**config.mk**
```make
export PLATFORM = sky130hd
export DESIGN_NAME = fullconnect_pack_writebuffer
export DESIGN_NICKNAME = d
export VERILOG_FILES = /design/src/rtl/fullconnect_pkg.sv /design/src/rtl/fullconnect_sync_fifo.sv /design/src/rtl/fullconnect_pack_writebuffer.sv
export SDC_FILE = /design/constraint.sdc
export NUM_CORES = 2
export LEC_CHECK = 0
export BUFFER_PORTS_ARGS = -buffer_cell sky130_fd_sc_hd__buf_2
export CAP_MARGIN = 10
export CORE_MARGIN = 4
export CORE_UTILIZATION = 27
export CTS_BUF_LIST = sky130_fd_sc_hd__clkbuf_2 sky130_fd_sc_hd__clkbuf_4 sky130_fd_sc_hd__clkbuf_8
export DETAILED_ROUTE_END_ITERATION = 6
export GPL_TIMING_DRIVEN = 0
export PLACE_DENSITY = 0.52
export RECOVER_POWER = 100
export SLEW_MARGIN = 10
export SYNTH_ARGS = -nofsm -noshare
export SYNTH_HDL_FRONTEND = slang
export SYNTH_SLANG_ARGS = --single-unit
```
**constraint.sdc**
```tcl
create_clock -name clk -period 139.9 [get_ports clk]
set_clock_uncertainty 0.2 [all_clocks]
set_input_delay 0 -clock clk [delete_from_list [all_inputs] [get_ports clk]]
set_output_delay 0 -clock clk [all_outputs]
set_load 0.005 [all_outputs]
```
**src/rtl/fullconnect_pkg.sv**
```systemverilog
// ---------------------------------------------------------------------------
// fullconnect_pkg
// Shared constants, helpers and the beat type used by the full-connect
// write path. The beat struct is sized for the default Avalon width so that
// other blocks (and benches) can exchange whole beats as one value.
// ---------------------------------------------------------------------------
package fullconnect_pkg;

    localparam int FC_ELEM_WIDTH        = 32;
    localparam int FC_AVALON_DATA_WIDTH = 512;

    // Number of MAC results that fit in one Avalon beat.
    function automatic int fc_lanes(input int avalonWidth, input int elemWidth);
        return avalonWidth / elemWidth;
    endfunction

    // One byte-enable bit per data byte.
    function automatic int fc_be_width(input int avalonWidth);
        return avalonWidth / 8;
    endfunction

    localparam int FC_LANES    = fc_lanes(FC_AVALON_DATA_WIDTH, FC_ELEM_WIDTH);
    localparam int FC_BE_WIDTH = fc_be_width(FC_AVALON_DATA_WIDTH);

    typedef struct packed {
        logic [FC_AVALON_DATA_WIDTH-1:0] data;
        logic [FC_BE_WIDTH-1:0]          byteenable;
    } fc_beat_t;

endpackage

```
**src/rtl/fullconnect_sync_fifo.sv**
```systemverilog
// ---------------------------------------------------------------------------
// fullconnect_sync_fifo
// Small single-clock FIFO holding completed Avalon beats.
//   clk, rst      : clock, asynchronous active-high reset
//   push_i        : write push_data_i (ignored when full)
//   push_data_i   : entry to enqueue
//   pop_i         : drop the head entry (ignored when empty)
//   head_o        : current head entry, straight from storage
//   full_o        : DEPTH entries held
//   empty_o       : no entries held
//   count_o       : number of entries held
// A push and pop on the same edge keep the count, even at count 1, where the
// pushed entry becomes the new head.
// ---------------------------------------------------------------------------
module fullconnect_sync_fifo #(
    parameter int WIDTH = 576,
    parameter int DEPTH = 4
) (
    input  logic                     clk,
    input  logic                     rst,
    input  logic                     push_i,
    input  logic [WIDTH-1:0]         push_data_i,
    input  logic                     pop_i,
    output logic [WIDTH-1:0]         head_o,
    output logic                     full_o,
    output logic                     empty_o,
    output logic [$clog2(DEPTH):0]   count_o
);

    localparam int PTR_W = $clog2(DEPTH);
    localparam int CNT_W = PTR_W + 1;

    logic [WIDTH-1:0] mem_q [DEPTH];
    logic [PTR_W-1:0] rdPtr_q;
    logic [PTR_W-1:0] wrPtr_q;
    logic [CNT_W-1:0] count_q;
    logic             doPush;
    logic             doPop;

    // Guard the raw requests so an overflowing push or underflowing pop can
    // never corrupt the pointers.
    always_comb begin
        doPush = push_i & ~full_o;
        doPop  = pop_i & ~empty_o;
    end

    // Storage, pointers and occupancy. Storage is cleared on reset so the
    // head reads as zero until the first beat arrives.
    always_ff @(posedge clk or posedge rst) begin
        if (rst) begin
            for (int i = 0; i < DEPTH; i++) begin
                mem_q[i] <= '0;
            end
            rdPtr_q <= '0;
            wrPtr_q <= '0;
            count_q <= '0;
        end else begin
            if (doPush) begin
                mem_q[wrPtr_q] <= push_data_i;
                wrPtr_q        <= wrPtr_q + PTR_W'(1);
            end
            if (doPop) begin
                rdPtr_q <= rdPtr_q + PTR_W'(1);
            end
            if (doPush && !doPop) begin
                count_q <= count_q + CNT_W'(1);
            end else if (doPop && !doPush) begin
                count_q <= count_q - CNT_W'(1);
            end
        end
    end

    // Status and head are decoded purely from registered state.
    always_comb begin
        head_o  = mem_q[rdPtr_q];
        full_o  = (count_q == CNT_W'(DEPTH));
        empty_o = (count_q == '0);
        count_o = count_q;
    end

endmodule

```
**src/rtl/fullconnect_pack_writebuffer.sv**
```systemverilog
// ---------------------------------------------------------------------------
// fullconnect_pack_writebuffer
// Packs successive MAC results into Avalon beats (lane 0 first) and queues
// completed beats for the write master.
//   clk, rst            : clock, asynchronous active-high reset
//   valid_i/last_i      : MAC result valid; last_i closes the current beat
//   data_i              : MAC result
//   halt_o              : element not taken this cycle (FIFO full)
//   write_data_o        : FIFO head beat
//   write_byteenable_o  : byte-enables of the head beat
//   write_req_o         : FIFO non-empty
//   write_ack_i         : master consumed the head beat
//   fill_level_o        : beats queued
// ---------------------------------------------------------------------------
module fullconnect_pack_writebuffer
    import fullconnect_pkg::*;
#(
    parameter int AVALON_DATA_WIDTH = FC_AVALON_DATA_WIDTH,
    parameter int ELEM_WIDTH        = FC_ELEM_WIDTH,
    parameter int FIFO_DEPTH        = 4
) (
    input  logic                           clk,
    input  logic                           rst,
    input  logic                           valid_i,
    input  logic                           last_i,
    input  logic [ELEM_WIDTH-1:0]          data_i,
    output logic                           halt_o,
    output logic [AVALON_DATA_WIDTH-1:0]   write_data_o,
    output logic [AVALON_DATA_WIDTH/8-1:0] write_byteenable_o,
    output logic                           write_req_o,
    input  logic                           write_ack_i,
    output logic [$clog2(FIFO_DEPTH):0]    fill_level_o
);

    localparam int LANES      = fc_lanes(AVALON_DATA_WIDTH, ELEM_WIDTH);
    localparam int BE_WIDTH   = fc_be_width(AVALON_DATA_WIDTH);
    localparam int ELEM_BYTES = ELEM_WIDTH / 8;
    localparam int LANE_W     = (LANES > 1) ? $clog2(LANES) : 1;
    localparam int CNT_W      = $clog2(FIFO_DEPTH) + 1;
    localparam int BEAT_W     = AVALON_DATA_WIDTH + BE_WIDTH;

    logic [AVALON_DATA_WIDTH-1:0] pack_q;
    logic [AVALON_DATA_WIDTH-1:0] pack_d;
    logic [LANE_W-1:0]            lane_q;
    logic [LANE_W-1:0]            lane_d;
    logic [AVALON_DATA_WIDTH-1:0] beatData;
    logic [BE_WIDTH-1:0]          beatBe;
    logic                         fifoFull;
    logic                         fifoEmpty;
    logic [CNT_W-1:0]             fifoCount;
    logic [BEAT_W-1:0]            fifoHead;
    logic                         accept;
    logic                         beatDone;
    logic                         pop;

    // Back-pressure looks only at the registered occupancy, so a same-cycle
    // ack never lifts halt and there is no path from write_ack_i.
    always_comb begin
        halt_o   = valid_i & fifoFull;
        accept   = valid_i & ~fifoFull;
        beatDone = accept & (last_i | (lane_q == LANE_W'(LANES - 1)));
        pop      = write_req_o & write_ack_i;
    end

    // Candidate beat: lanes below the current one come from the pack
    // register, the current lane takes the incoming element, and anything
    // above stays zero with its byte-enables cleared.
    always_comb begin
        beatData = '0;
        beatBe   = '0;
        for (int k = 0; k < LANES; k++) begin
            if (LANE_W'(k) < lane_q) begin
                beatData[k*ELEM_WIDTH +: ELEM_WIDTH] = pack_q[k*ELEM_WIDTH +: ELEM_WIDTH];
                beatBe[k*ELEM_BYTES +: ELEM_BYTES]   = '1;
            end else if (LANE_W'(k) == lane_q) begin
                beatData[k*ELEM_WIDTH +: ELEM_WIDTH] = data_i;
                beatBe[k*ELEM_BYTES +: ELEM_BYTES]   = '1;
            end
        end
    end

    // Next pack state: a finished beat leaves for the FIFO and the packer
    // restarts at lane 0; otherwise an accepted element just advances.
    always_comb begin
        pack_d = pack_q;
        lane_d = lane_q;
        if (beatDone) begin
            pack_d = '0;
            lane_d = '0;
        end else if (accept) begin
            pack_d = beatData;
            lane_d = lane_q + LANE_W'(1);
        end
    end

    // Pack register and lane counter; reset drops any partial beat.
    always_ff @(posedge clk or posedge rst) begin
        if (rst) begin
            pack_q <= '0;
            lane_q <= '0;
        end else begin
            pack_q <= pack_d;
            lane_q <= lane_d;
        end
    end

    fullconnect_sync_fifo #(
        .WIDTH (BEAT_W),
        .DEPTH (FIFO_DEPTH)
    ) u_fifo (
        .clk         (clk),
        .rst         (rst),
        .push_i      (beatDone),
        .push_data_i ({beatData, beatBe}),
        .pop_i       (pop),
        .head_o      (fifoHead),
        .full_o      (fifoFull),
        .empty_o     (fifoEmpty),
        .count_o     (fifoCount)
    );

    // Master-facing outputs come straight from FIFO state.
    always_comb begin
        write_data_o       = fifoHead[BEAT_W-1:BE_WIDTH];
        write_byteenable_o = fifoHead[BE_WIDTH-1:0];
        write_req_o        = ~fifoEmpty;
        fill_level_o       = fifoCount;
    end

endmodule

```
==> summary.md <==
| Metric | Value |
|---|---|
| Via-per-instance ratio | between 5 and 6 |
| Sequential share of power | 0.371 |
| Prevailing post-synth register cell | dfrtp_1 |
| Most frequent cell after synthesis | dfrtp_1 |
| Post-synth EDFFs | 0 |
| Synth area leader | dfrtp_1 |
| Slew @ Worst Pin | between 6 and 7 ns |
| RSZ-0062 raised after global routing | no |
| Post-synth cell types | 47 |
| Die height | about 670 µm |
| Remaining antenna violation count | 0 |
| First-pass GRT wire length | between 600,000 and 700,000 µm |
| Fin. max-slew vios | 2,891 |
| Share of cells above drive strength 1 | 0.325 |
| Initial Util | 0.272 |
| HP Class | input pin to flop |
| Crit Path Max Fanout | about 130 |
| Total wire length | ~470,000 µm |
| Met1 Use GR | 0.257 |
| P per Cell Area | 17.4 nW/µm² |
| Iter 0 DRT Violations | 6,297 |
| Worst-path clk slew | roughly 0.060 ns |
| Clock Power Share | 0.316 |
| Fin. Hold Viols | 0 |
| Global routing usage on met3 | 0.0413 |
| Minimum clock period | around 30 ns |
| Final setup vio count | 0 |
| Post-route cell area | about 140,000 µm² |
| # rows | between 200 and 250 |
| Mapped cell area | roughly 120,000 µm² |
| Sw Pwr | ~880 µW |
| Synthesized instance count | roughly 8,400 |
| Synth cell count leaders | 2,603 x dfrtp_1, 1,369 x mux2_2, 528 x mux4_2, 512 x a22o_1, 384 x mux2i_1 |
| Fraction of registers with async set/reset | 1.00 |
| Failing checks | capacitance limit, slew limit |
| Initial antenna violation count | 75 |
| Setup TNS Final | 0 ns |
| Register area | between 60,000 and 70,000 µm² |
| Peak supply drop | ~0.0000098 V |
| GRT overflow | 0 |
| H-tree levels | 5 |
| Switching part of the total power | 0.359 |
| Hold-fix buffers, CTS | 53 |
| F_max | 33.4 MHz |
| Number of I/O port buffers | roughly 620 |
| Cell leakage power | 0.0638 µW |
| Yosys reg bits | about 2,600 |
| IO Count | 618 |
| Vias in the first global route | 85,800 |
| Fin crit share | 0.214 |
| Syn Nets | ~8,500 |
| Postcts setup bufs | 0 |
| CTS tree | built |
| Dpl hpwl | 341,000 µm |
| Worst-Skew Late Latency | ~1.2 ns |
| Share of the synthesized area in the top cell type | 0.547 |
| Placed cell area | 131,000 µm² |
| Max_slew headroom | -3.40 |
| GP Congestion | about 0.83 |
| Combinational Power Share | 0.313 |
| Die X | between 600 and 700 µm |
| Largest net degree at the start of global routing | approximately 130 |
| Nets | around 9,700 |
| Root Buffer | clkbuf_8 |
| Status | complete, but fails checks |
| Post-route DRC violation count | 0 |
| Crit end category | async pin |
| Layout fillers | 43,400 |
| Avg Synthesized Cell Area | roughly 14 µm² |
| First-pass iteration count of the detailed router | 6 |
| Via count | about 80,000 |
| Crit Path Category | input pin to async pin |
| Clk sinks | roughly 2,600 |
| Die ar. | approximately 450,000 µm² |
| Bufs on Longest Clock Path | 4 |
| WP data required | ~140 ns |
| GRT Util Overall | 0.201 |
| Ranking of synthesized cells by area | dfrtp_1 55%, mux2_2 13%, mux4_2 10% |
| Multi-input logic area | 48,900 µm² |
| Resize count post-CTS | 0 |
| Ys Warns | 0 |
| Area Growth Syn to Fin | 18.1% |
| Max-cap viol count | 46 |
| Int Power | 1570 µW |
| Met2 usage | 0.322 |
| Part of the Yosys area used for sequential elements | 0.547 |
| CP Launch Type | input pin |
| WL per Instance | 29.4 µm |
| Cts bufs inserted | roughly 460 |
| Crit path arrival time | between 20 and 30 ns |
| GR peak layer | met2 |
| Std-Cell Core Area | approximately 440,000 µm² |
## placed cells by master, fill, tap and decap left out, types with 34 or more instances in the layout
cell type,synthesis,routed
buf_12,0,34
nand3_1,38,38
o21ai_0,194,194
nand3b_1,128,128
dfrtp_1,2603,2603
clkbuf_8,0,594
clkbuf_1,376,931
mux4_2,528,528
clkbuf_4,0,172
mux2i_1,384,384
clkbuf_2,0,68
inv_1,329,328
mux2_1,257,294
a21oi_1,97,97
buf_1,103,61
o31ai_1,293,293
nor4bb_1,128,128
mux2_2,1369,1332
buf_2,274,374
o21a_1,64,64
a22o_1,512,512
nand2b_1,42,42
dlygate4sd3_1,0,52
clkinv_2,0,65
a221o_1,64,64
nor2_1,42,42
and2_1,67,67
nand2_1,268,268
o2bb2ai_1,64,64
## through the flow
step / total power [µW] / hold slack [ns] / cells / setup slack [ns] / util
after CTS: 2500 / 0.00379 / 15900 / 133.75 / 0.324
after detailed placement: 1710 / -0.0645 / 15000 / 133.81 / 0.300
after global routing: 2560 / 0.0532 / 15900 / 103.93 / 0.321
after floorplan: 1380 / -0.0229 / 8407 / 66.12 / -
after global placement: 1690 / 0.244 / 14900 / 42.83 / 0.295
final: 2450 / 0.105 / 15900 / 109.95 / 0.321
## cell families after synthesis
group,share of synthesized area
buf+inv,0.0434
fa+ha+maj,0.00111
simple gates,0.0398
xor+xnor,0.000441
flops,0.547
compound gates,0.0829
mux,0.286
## per-layer routing
| metal | part of all wire | up-vias |
|---|---|---|
| met2 | 0.47 | 3052 |
| met3 | 0.069 | 821 |
| met5 | 0.000019 | - |
| met1 | 0.41 | 43400 |
| met4 | 0.060 | 2 |
| li1 | - | 33600 |
## final timing paths
check / from / end / slack (ns) / cells after the start
setup / recovery: rst / u_fifo.mem_q[1320]$_DFFE_PP0P_ / 109.95 / 11
min in group asynchronous: rst / u_fifo.mem_q[2048]$_DFFE_PP0P_ / 2.49 / 6
max in group clk: lane_q[1]$_DFFE_PP0P_ / u_fifo.mem_q[1179]$_DFFE_PP0P_ / 132.34 / 9
setup reg to reg: lane_q[1]$_DFFE_PP0P_ / u_fifo.mem_q[1179]$_DFFE_PP0P_ / 132.34 / 9
hold reg to reg: u_fifo.mem_q[1731]$_DFFE_PP0P_ / u_fifo.mem_q[1731]$_DFFE_PP0P_ / 0.27 / 1
hold / removal: write_ack_i / u_fifo.rdPtr_q[1]$_DFFE_PP0P_ / 0.11 / 4
## state kept, by name, indices dropped and copies added (netlist names)
| register | flops |
|---|---|
| lane_q | 4 |
| pack_q | 480 |
| u_fifo.count_o | 3 |
| u_fifo.mem_q | 2112 |
| u_fifo.rdPtr_q | 2 |
| u_fifo.wrPtr_q | 2 |
## critical path, cell delays in order
cell and delay, ns:
dlygate4sd3_1 0.53, dlygate4sd3_1 0.55, buf_2 0.12, dlygate4sd3_1 0.56, clkinvlp_2 0.27, clkbuf_1 4.62
clkbuf_1 4.37, clkbuf_1 3.47, clkbuf_1 4.64, clkbuf_1 4.60, clkbuf_1 4.85
## power by group through the flow
stage                     logic (µW)  registers [µW]  clock network [µW]
final                            766             910                 774
after global routing             816             920                 826
after CTS                        796             908                 793
after detailed placement         792             921                   0
after global placement           767             925                   0
after floorplan                  464             912                   0
## cell type report
class,instances,share of cell area
multi-input cells,4621,0.347
inverters,330,0.00881
well taps,5880,0.0523
clock buffers,718,0.0647
diodes,19,0.000338
repair buffers,743,0.0307
plain buffers,853,0.0259
clock inverters,105,0.00727
flip-flops and latches,2603,0.463
Power figures use the tool's default switching activity.
